**config.mk**
```make
export PLATFORM = sky130hd
export DESIGN_NAME = baud_gen_frac
export DESIGN_NICKNAME = d
export VERILOG_FILES = /design/src/rtl/baud_gen_frac.sv
export SDC_FILE = /design/constraint.sdc
export NUM_CORES = 1
export LEC_CHECK = 0
export ABC_AREA = 1
export CELL_PAD_IN_SITES_DETAIL_PLACEMENT = 0
export CELL_PAD_IN_SITES_GLOBAL_PLACEMENT = 1
export CORE_MARGIN = 3
export CORE_UTILIZATION = 40
export CTS_BUF_LIST = sky130_fd_sc_hd__clkbuf_16
export DETAILED_ROUTE_END_ITERATION = 6
export GPL_TIMING_DRIVEN = 0
export PLACE_DENSITY_LB_ADDON = 0.1
export SETUP_SLACK_MARGIN = 0.5
export SYNTH_ARGS = -nofsm -noshare
export SYNTH_HDL_FRONTEND = slang
export SYNTH_SLANG_ARGS = --single-unit
```
**constraint.sdc**
```tcl
create_clock -name clk -period 2.2 [get_ports clk]
set_input_delay 0.44 -clock clk [delete_from_list [all_inputs] [get_ports clk]]
set_output_delay 0.44 -clock clk [all_outputs]
set_load 0.02 [all_outputs]
```
**src/rtl/baud_gen_frac.sv**
```systemverilog
// Fractional baud tick generator: a phase accumulator produces an oversample tick
// on each carry, and a small counter turns every OVERSAMPLE of them into a bit tick.
module baud_gen_frac #(
    parameter int unsigned CLK_FREQ   = 32'd100_000_000,
    parameter int unsigned OVERSAMPLE = 32'd8,
    parameter int unsigned ACC_W      = 32'd24,
    parameter int unsigned BAUD0      = 32'd9600,
    parameter int unsigned BAUD1      = 32'd19200,
    parameter int unsigned BAUD2      = 32'd57600,
    parameter int unsigned BAUD3      = 32'd115200
) (
    input  logic                          clk,
    input  logic                          rst,
    input  logic                          en,
    input  logic [1:0]                    baud_sel,
    input  logic                          resync,
    output logic                          os_tick,
    output logic                          bit_tick,
    output logic [$clog2(OVERSAMPLE)-1:0] os_phase
);

    localparam int unsigned PH_W = $clog2(OVERSAMPLE);

    // Rounded phase increment per clock for a given baud rate.
    function automatic logic [63:0] calc_inc(input logic [63:0] baud);
        calc_inc = (baud * 64'(OVERSAMPLE) * (64'd1 << ACC_W) + 64'(CLK_FREQ) / 64'd2)
                   / 64'(CLK_FREQ);
    endfunction

    localparam logic [63:0] ACC_MOD = 64'd1 << ACC_W;
    localparam logic [63:0] INC0_W  = calc_inc(64'(BAUD0));
    localparam logic [63:0] INC1_W  = calc_inc(64'(BAUD1));
    localparam logic [63:0] INC2_W  = calc_inc(64'(BAUD2));
    localparam logic [63:0] INC3_W  = calc_inc(64'(BAUD3));

    if (INC0_W == 64'd0 || INC0_W >= ACC_MOD || INC1_W == 64'd0 || INC1_W >= ACC_MOD ||
        INC2_W == 64'd0 || INC2_W >= ACC_MOD || INC3_W == 64'd0 || INC3_W >= ACC_MOD)
    begin : g_bad_inc
        $error("baud_gen_frac: a preset increment is zero or does not fit in ACC_W bits");
    end

    if (OVERSAMPLE < 32'd2 || OVERSAMPLE > 32'd16 ||
        (OVERSAMPLE & (OVERSAMPLE - 32'd1)) != 32'd0)
    begin : g_bad_os
        $error("baud_gen_frac: OVERSAMPLE must be a power of two in 2..16");
    end

    localparam logic [ACC_W-1:0] INC0    = INC0_W[ACC_W-1:0];
    localparam logic [ACC_W-1:0] INC1    = INC1_W[ACC_W-1:0];
    localparam logic [ACC_W-1:0] INC2    = INC2_W[ACC_W-1:0];
    localparam logic [ACC_W-1:0] INC3    = INC3_W[ACC_W-1:0];
    localparam logic [PH_W-1:0]  OS_HALF = PH_W'(OVERSAMPLE / 32'd2);
    localparam logic [PH_W-1:0]  OS_LAST = PH_W'(OVERSAMPLE - 32'd1);
    localparam logic [PH_W-1:0]  OS_ONE  = PH_W'(32'd1);

    logic [ACC_W-1:0] acc_r;
    logic [ACC_W-1:0] acc_s;
    logic [ACC_W-1:0] inc_s;
    logic [ACC_W:0]   sum_s;
    logic [PH_W-1:0]  os_cnt_r;
    logic [PH_W-1:0]  os_cnt_s;
    logic [1:0]       sel_r;
    logic [1:0]       sel_s;
    logic             os_tick_r;
    logic             os_tick_s;
    logic             bit_tick_r;
    logic             bit_tick_s;

    // Increment for the committed preset; a differing baud_sel never accumulates.
    always_comb begin
        case (sel_r)
            2'd0:    inc_s = INC0;
            2'd1:    inc_s = INC1;
            2'd2:    inc_s = INC2;
            2'd3:    inc_s = INC3;
            default: inc_s = INC0;
        endcase
    end

    // Next-state: enable, resync and preset change all restart the phase from zero.
    always_comb begin
        sum_s      = {1'b0, acc_r} + {1'b0, inc_s};
        sel_s      = baud_sel;
        acc_s      = {ACC_W{1'b0}};
        os_cnt_s   = {PH_W{1'b0}};
        os_tick_s  = 1'b0;
        bit_tick_s = 1'b0;
        if (!en) begin
            os_cnt_s = {PH_W{1'b0}};
        end else if (resync) begin
            os_cnt_s = OS_HALF;
        end else if (baud_sel != sel_r) begin
            os_cnt_s = {PH_W{1'b0}};
        end else begin
            // The remainder left after a carry is kept so the average rate stays exact.
            acc_s     = sum_s[ACC_W-1:0];
            os_tick_s = sum_s[ACC_W];
            if (sum_s[ACC_W]) begin
                if (os_cnt_r == OS_LAST) begin
                    os_cnt_s   = {PH_W{1'b0}};
                    bit_tick_s = 1'b1;
                end else begin
                    os_cnt_s   = os_cnt_r + OS_ONE;
                    bit_tick_s = 1'b0;
                end
            end else begin
                os_cnt_s   = os_cnt_r;
                bit_tick_s = 1'b0;
            end
        end
    end

    // State and output registers.
    always_ff @(posedge clk or negedge rst) begin
        if (!rst) begin
            acc_r      <= {ACC_W{1'b0}};
            os_cnt_r   <= {PH_W{1'b0}};
            sel_r      <= 2'd0;
            os_tick_r  <= 1'b0;
            bit_tick_r <= 1'b0;
        end else begin
            acc_r      <= acc_s;
            os_cnt_r   <= os_cnt_s;
            sel_r      <= sel_s;
            os_tick_r  <= os_tick_s;
            bit_tick_r <= bit_tick_s;
        end
    end

    assign os_tick  = os_tick_r;
    assign bit_tick = bit_tick_r;
    assign os_phase = os_cnt_r;

endmodule

```
# --- After elaboration in Yosys (flattened, before gate mapping) ---
# Index checks and enable logic that the tools add are counted.
word_totals:
  regBits: 31
  latch_bits: 0
  ram_bits: 0
  romBits: 0
  output_inout_bits: 5
  elab_cells: 31
  n_memories: 0
classes:
  addsub: 2
  n_mul: 0
  n_div: 0
  n_lt_le_gt_ge: 0
  n_eq_ne: 6
  n_shift: 0
  mux: 17
  bitwise: 0
  n_reduce_logical: 1
op_table:
  columns: ["operator", "count"]
  rows:
  - ["24-bit one-hot mux with 4 select lines", 1]
  - ["24-bit 2-to-1 mux", 3]
  - ["24-bit by 24-bit adder with 25-bit output", 1]
  - ["3-bit 2-to-1 mux", 5]
  - ["1-bit 2-to-1 mux", 8]
  - ["2-bit equality test (second input constant)", 2]
  - ["4-bit by 1-bit != test with 1-bit output (second input constant)", 1]
  - ["3-bit by 1-bit adder with 3-bit output (second input constant)", 1]
  - ["3-bit equality test (second input constant)", 1]
  - ["2-bit by 1-bit equality test with 1-bit output (second input constant)", 1]
  - ["2-bit zero test", 1]
  - ["2-bit != test", 1]

# --- Logic depth before layout (Yosys ltp) ---
# Gate-level depths: netlist of the first run.
depth:
  depth_word: 7
  ltp_mapped: 16

# --- Least setup slack after synthesis of the first run ---
# OpenSTA, ideal clock, no wires.
synth_path:
  kind: "register to register"
  startpoint: "register sel_r[0]"
  endpoint: "register acc_r[19]"
  setup_time_ps: 119
  arrival_time_ps: 2078
  slack_ps: 3
  path_stages_with_launch: 15
  path_buffers: 0
  synth_period_minus_slack_ps: 2197
  cell_sequence: "dfrtp_1 -> inv_1 -> ha_1 -> inv_2 -> nand2_1 -> ha_1 -> nand3_1 -> nand2_2 -> nand3_1 -> nand2_1 -> nand2_1 -> nand2_2 -> nand2_1 -> a21oi_1 -> nor2_1"
synth_between:
  elab_chain_cells: 6
synth_lines:
  columns: ["item", "line", "source"]
  rows:
  - ["start: declaration", "62", "logic [1:0] sel_r;"]
  - ["start signal: assignment", "124", "sel_r <= sel_s;"]
  - ["2-bit equality test, or another cell as far along", "71", "case (sel_r)"]
  - ["24-bit one-hot mux with 4 select lines", "71", null]
  - ["24-bit by 24-bit adder with 25-bit output", "82", "sum_s = {1'b0, acc_r} + {1'b0, inc_s};"]
  - ["24-bit 2-to-1 mux *", "92", "end else if (baud_sel != sel_r) begin"]
  - ["24-bit 2-to-1 mux *", "90", "end else if (resync) begin"]
  - ["24-bit 2-to-1 mux *", "88", "if (!en) begin"]
  - ["via acc_s[19]", "57", "logic [ACC_W-1:0] acc_s;"]
  - ["end signal: assignment", "116", "acc_r <= {ACC_W{1'b0}};"]
  - ["end signal: assignment", "122", "acc_r <= acc_s;"]
  - ["end: declaration", "56", "logic [ACC_W-1:0] acc_r;"]
# Mark *: on every way through the listed nets, which the timed path passes. The rest lies on a longest branch. The select of a mux whose other input is x is not followed.
# A chain may end at the register's enable or synchronous reset.

# --- Final worst setup path of the first run ---
layout_path:
  startpoint: "register sel_r[1]"
  endpoint: "register acc_r[12]"
# Same word-level chain as after synthesis.

==> flow_metrics.env, run 1 <==
export IMPL_rsz0062_at_grt="true"
export IMPL_synthToLayoutAreaGrowth_pct=53.39
export IMPL_drive_above_1_share_pct=45.00
export IMPL_drt_wl_total_um=7602
export IMPL_reg2reg_slack_ps=50
export IMPL_syn_nets=399
export IMPL_routedWlPerCell_um=15.36
export IMPL_antenna_found_initial=0
export IMPL_firstDrtPassIters=4
export IMPL_htree_levels=2
export IMPL_cts_made_buffers=5
export IMPL_cts_tree="yes"
export IMPL_power_density_mw_per_mm2=489.5
export IMPL_ys_warn_count=0
export IMPL_drt_iter0_drc=110
export IMPL_cts_sinks=31
export IMPL_vias=2552
export IMPL_crit_chain="inv_2 > ha_4 > inv_6 > ha_4 > fa_2 > nand3_2 > nand2_4 > nand3_4 > nand2_4 > nand2_4 > nand2_4 > buf_4 > o21ai_2 > a21oi_1"
export IMPL_reg2reg_to="acc_r[12]"
export IMPL_syn_inst=369
export IMPL_worstMarginPinSlew_ps=760.0
export IMPL_grt_ovfl_total=0
export IMPL_clkLatencyLatePin_ps=280
export IMPL_clockBufferDepth=2
export IMPL_final_common_cell="nand2_1"
export IMPL_drc_errors=0
export IMPL_critPathSlowestCell="dfrtp_1"
export IMPL_period_share_pct=97.85
export IMPL_fill_cells=509
export IMPL_grt_max_degree=32
export IMPL_io_buffers=10
export IMPL_initial_core_util_pct=42.23
export IMPL_num_nets_final=449
export IMPL_die_y_um=85.77
export IMPL_startpoint="sel_r[1]"
export IMPL_drv_slew=0
export IMPL_path_class="register to register"
export IMPL_drtAntennaViolNets=0
export IMPL_dp_hpwl_um=5087
export IMPL_clock_fmax_mhz=464.5
export IMPL_synth_seq_cells=31
export IMPL_hold_buffers=0
export IMPL_crit_arrival_ps=2320
export IMPL_final_hold_viol_count=0
export IMPL_leakagePower_nw=1.872
export IMPL_fin_worst_skew_ps=8.247
export IMPL_synth_cell_type_count=29
export IMPL_setup_viol=0
export IMPL_multi_input_area_mm2=0.002241
export IMPL_worstRegToRegCells=14
export IMPL_grt_pass1_vias=2537
export IMPL_r2r_start="sel_r[1]"
export IMPL_status="complete, no violations"
export IMPL_finalPower_mw=1.911
export IMPL_via_per_inst=5.156
export IMPL_most_common_layout_cells="nand2_1, inv_1, dfrtp_1"
export IMPL_rows=28
export IMPL_hold_path_class="primary input to asynchronous set/reset pin"
export IMPL_die_w_um=85.77
export IMPL_dieArea_mm2=0.007356
export IMPL_maxCapViolations=0
export IMPL_slew_headroom_pct=49.33
export IMPL_layout_area_seq_um2=777.0
export IMPL_path_clk_slew_ps=60
export IMPL_fin_area_mm2=0.003904
export IMPL_crit_path_end_kind="register"
export IMPL_core_mm2=0.006026
export IMPL_layout_core_utilization_pct=64.78
export IMPL_track_usage_pct=21.80
export IMPL_placed_cell_area_mm2=0.002806
export IMPL_cp_required_ps=2360
export IMPL_ys_seq_area_share_pct=30.48
export IMPL_critPathMaxFanout=4
export IMPL_syn_avg_cell_area_um2=6.897
export IMPL_diodes=0
export IMPL_ioPinCount=11
export IMPL_grt_pass1_wl_um=12620
export IMPL_globalplace_congestion=0.8299
export IMPL_synth_top_area_share_pct=30.48
export IMPL_ir_drop_mv=0.3637
export IMPL_start_kind="register"
export IMPL_synth_area_leader_cell="dfrtp_1"
export IMPL_crit_path_frequent_cell="nand2_4"
export IMPL_final_min_clock_period_ps=2153
export IMPL_syn_area_mm2=0.002545
export IMPL_critical_path_max_stage_delay_ps=410
export IMPL_ys_top_cells_by_area="dfrtp_1, nand2_1, ha_1"
export IMPL_root_buffer="clkbuf_16"
==> area by class of cell <==
cell class,count,share of cell area [%]
Buffer,2,0.3205
Clock buffer,5,3.205
Clock inverter,3,0.9936
Inverter,58,6.282
Multi-Input combinational cell,278,57.40
Sequential cell,31,19.90
Tap cell,75,2.404
Timing Repair Buffer,43,9.487
==> cell families after synthesis <==
kind of cell | after synthesis | synth area share (%)
compound gates | 52 | 11.60
xor+xnor | 1 | 0.3442
fa+ha+maj | 24 | 12.09
buf+inv | 60 | 8.948
flops | 31 | 30.48
simple gates | 201 | 36.53
==> how the worst max path moves through the flow <==
stage	end	slack, ps
after floorplan	acc_r[19]	180
after global placement	sel_r[0]	-250
after CTS	os_phase[2]	60
after global routing	acc_r[22]	-60
final	acc_r[12]	50
after detailed placement	acc_r[19]	-170
==> registers in the layout, indices dropped and copies added (netlist names) <==
register	cells
os_tick	1
os_phase	3
acc_r	24
bit_tick	1
sel_r	2
==> what timing repair did <==
action / in CTS / in global routing
endpoints found under the setup margin: 29 / 27
pin swaps: 41 / 28
resized for setup: 112 / 56
cloned: 0 / 0
buffers inserted: 22 / 11
==> worst max-delay path, delay by kind of cell, from the launching register on <==
family,cells,cell delay (ps)
AO/OA/AOI/OAI,2,150
adder cells (fa/ha/maj),3,700
buffers and inverters,3,300
flip-flops,1,410
AND/OR/NAND/NOR,6,460
==> where the power goes <==
group	leakage, nW	switching [mW]	internal [mW]
registers	0.424	0.0130	0.584
clock network	0.0812	0.267	0.528
logic	1.37	0.303	0.216
==> cell usage after synthesis <==
master	n
nor3_1	4
nand3_1	32
nand3b_1	1
nand3_2	4
nand4_1	4
a21o_1	2
o21ai_0	13
o21a_1	3
o21ai_1	2
nor2_1	44
a21oi_2	3
or2_1	1
nand2_2	11
ha_1	23
dfrtp_1	31
fa_1	1
o21bai_1	1
a21boi_1	1
xnor2_1	1
a21oi_1	25
a22oi_1	1
nor3b_2	1
nand2_1	92
nand2_4	4
inv_1	55
inv_2	3
nor2_4	3
o21ai_2	1
buf_2	2
==> per-layer routing <==
| metal | global-route usage, % | up-vias | routed length [um] |
|---|---|---|---|
| met2 | 36.79 | 43 | 3736 |
| met5 | 0 | - | 0 |
| li1 | - | 1288 | - |
| met3 | 3.362 | 17 | 169 |
| met1 | 28.38 | 1204 | 3459 |
| met4 | 7.482 | 0 | 238 |
==> per-stage QoR <==
step / setup TNS (ps) / setup WS [ps] / hold WS (ps) / std cells
after floorplan: 0 / 180.1 / 144.4 / 369
after global placement: -5382 / -249.6 / 492.1 / 454
after detailed placement: -1648 / -173.2 / 490.3 / 454
after CTS: 0 / 60.68 / 270.0 / 484
after global routing: -406.7 / -64.63 / 284.3 / 495
final: 0 / 47.37 / 218.1 / 495
Note: power is estimated with default switching activity, not from simulation.
==> inputs of run 2 (changes only) <==
--- a/config.mk
+++ b/config.mk
@@ -8,6 +8,7 @@
 export ABC_AREA = 1
 export CELL_PAD_IN_SITES_DETAIL_PLACEMENT = 0
 export CELL_PAD_IN_SITES_GLOBAL_PLACEMENT = 1
+export CORE_ASPECT_RATIO = 1.4
 export CORE_MARGIN = 3
 export CORE_UTILIZATION = 40
 export CTS_BUF_LIST = sky130_fd_sc_hd__clkbuf_16
==> flow_metrics.env, run 2 (synthesized netlist as in run 1, its figures left out) <==
export IMPL_ir_drop_mv=0.3827
export IMPL_multi_input_area_mm2=0.002315
export IMPL_fill_cells=475
export IMPL_most_common_layout_cells="nand2_1, inv_1, nor2_1, dfrtp_1, nand2_2"
export IMPL_ioPinCount=11
export IMPL_cts_tree="yes"
export IMPL_drv_slew=0
export IMPL_violations="setup timing"
export IMPL_leakagePower_nw=1.935
export IMPL_routedWlPerCell_um=14.94
export IMPL_synthToLayoutAreaGrowth_pct=58.55
export IMPL_fin_worst_skew_ps=6.596
export IMPL_htree_levels=2
export IMPL_status="finished, violations left"
export IMPL_drt_wl_total_um=7394
export IMPL_grt_ovfl_total=0
export IMPL_die_y_um=100.4
export IMPL_setup_viol=3
export IMPL_crit_arrival_ps=2380
export IMPL_worstMarginPinSlew_ps=758.4
export IMPL_firstDrtPassIters=4
export IMPL_grt_max_degree=32
export IMPL_maxCapViolations=0
export IMPL_path_clk_slew_ps=60
export IMPL_top_register="acc_r"
export IMPL_cts_sinks=31
export IMPL_clockBufferDepth=2
export IMPL_initial_core_util_pct=42.22
export IMPL_hold_path_class="primary input to asynchronous set/reset pin"
export IMPL_final_hold_viol_count=0
export IMPL_final_common_cell="nand2_1"
export IMPL_grt_pass1_vias=2483
export IMPL_via_per_inst=5.285
export IMPL_cp_required_ps=2380
export IMPL_slew_headroom_pct=49.44
export IMPL_rsz0062_at_grt="true"
export IMPL_diodes=0
export IMPL_drtAntennaViolNets=0
export IMPL_cts_made_buffers=5
export IMPL_num_nets_final=454
export IMPL_period_share_pct=100.2
export IMPL_fin_tns_setup_ps=-9.696
export IMPL_final_cells=495
export IMPL_critPathMaxFanout=5
export IMPL_clkLatencyLatePin_ps=280
export IMPL_io_buffers=10
export IMPL_setup_ws_ps=-4.783
export IMPL_largest_reg_flops=24
export IMPL_dp_hpwl_um=5047
export IMPL_drc_errors=0
export IMPL_layout_area_seq_um2=778.2
export IMPL_final_min_clock_period_ps=2205
export IMPL_worstRegToRegCells=16
export IMPL_die_w_um=73.42
export IMPL_track_usage_pct=20.14
export IMPL_core_mm2=0.006028
export IMPL_antenna_found_initial=0
export IMPL_start_kind="register"
export IMPL_dieArea_mm2=0.007369
export IMPL_grt_pass1_wl_um=11300
export IMPL_drt_iter0_drc=74
export IMPL_globalplace_congestion=0.8438
export IMPL_place_inst=449
export IMPL_drive_above_1_share_pct=49.88
export IMPL_crit_path_end_kind="register"
export IMPL_rows=33
export IMPL_path_class="register to register"
export IMPL_vias=2616
export IMPL_root_buffer="clkbuf_16"
export IMPL_clock_fmax_mhz=453.6
export IMPL_power_density_mw_per_mm2=479.5
[run 2: report_power, final]
part / switching [mW] / total (mW) / internal, mW / leakage (nW)
sequential: 0.0140 / 0.598 / 0.584 / 0.423
combinational: 0.311 / 0.543 / 0.232 / 1.43
clock: 0.266 / 0.794 / 0.528 / 0.0812
total: 0.591 / 1.94 / 1.34 / 1.93
[run 2: cell type report]
type	count	area share, %
plain buffers	2	0.2481
clock buffers	5	3.101
clock inverters	3	0.9612
inverters	58	6.202
multi-input cells	278	57.36
flip-flops and latches	31	19.29
well taps	70	2.171
repair buffers	48	10.67
[run 2: metrics by stage]
step	total power, mW	instance area, um2	setup slack, ps	hold slack, ps	util, %
6_report	1.935	4035	-4.783	217.9	66.94
5_1_grt	2.016	4035	-120.9	282.3	66.94
4_1_cts	1.786	3397	40.01	261.6	56.35
3_5_place_dp	0.8938	2800	-183.5	510.7	46.45
3_3_place_gp	0.8915	2805	-174.5	495.2	46.53
2_1_floorplan	0.8100	2618	180.1	144.4	-
[run 2: routing by layer]
layer,vias up,GRT usage (%),share of wire [%]
met1,1240,24.58,41
li1,1304,-,-
met3,20,2.405,3.1
met4,0,7.392,3.3
met5,-,0,0
met2,52,35.63,53
[run 2: worst max-delay path, stage by stage, from the launching register on]
cell	delay [ps]
dfrtp_2	420
inv_4	70
buf_12	120
ha_4	160
inv_8	80
nand2_4	60
ha_4	310
nand3_1	120
nand2_2	140
nand3_2	110
nand2_4	120
buf_4	120
nand3_2	60
nand3_1	90
nand2_1	50
inv_1	50
nor2_1	30
[run 2: repair_timing]
item,in CTS,in global routing
hold buffers,0,0
pin swaps,22,52
cloned,0,0
resized for setup,72,127
endpoints found under the setup margin,30,27
setup buffers,15,23
[run 2: worst paths after layout]
kind                       startpoint   endpoint  slack (ps)
setup / recovery             sel_r[1]  acc_r[23]          -5
hold / removal                    rst   acc_r[7]         220
hold reg to reg             acc_r[23]  acc_r[23]         520
min in group clk            acc_r[23]  acc_r[23]         520
max in group asynchronous         rst   sel_r[1]        1430
setup reg to reg             sel_r[1]  acc_r[23]          -5
==> inputs of run 3 (changes only) <==
--- a/config.mk
+++ b/config.mk
@@ -6,6 +6,7 @@
 export NUM_CORES = 1
 export LEC_CHECK = 0
 export ABC_AREA = 1
+export CAP_MARGIN = 20
 export CELL_PAD_IN_SITES_DETAIL_PLACEMENT = 0
 export CELL_PAD_IN_SITES_GLOBAL_PLACEMENT = 1
 export CORE_ASPECT_RATIO = 1.4
==> results of run 3 <==
No change in the layout: final DEF, timing and power equal those of run 2.
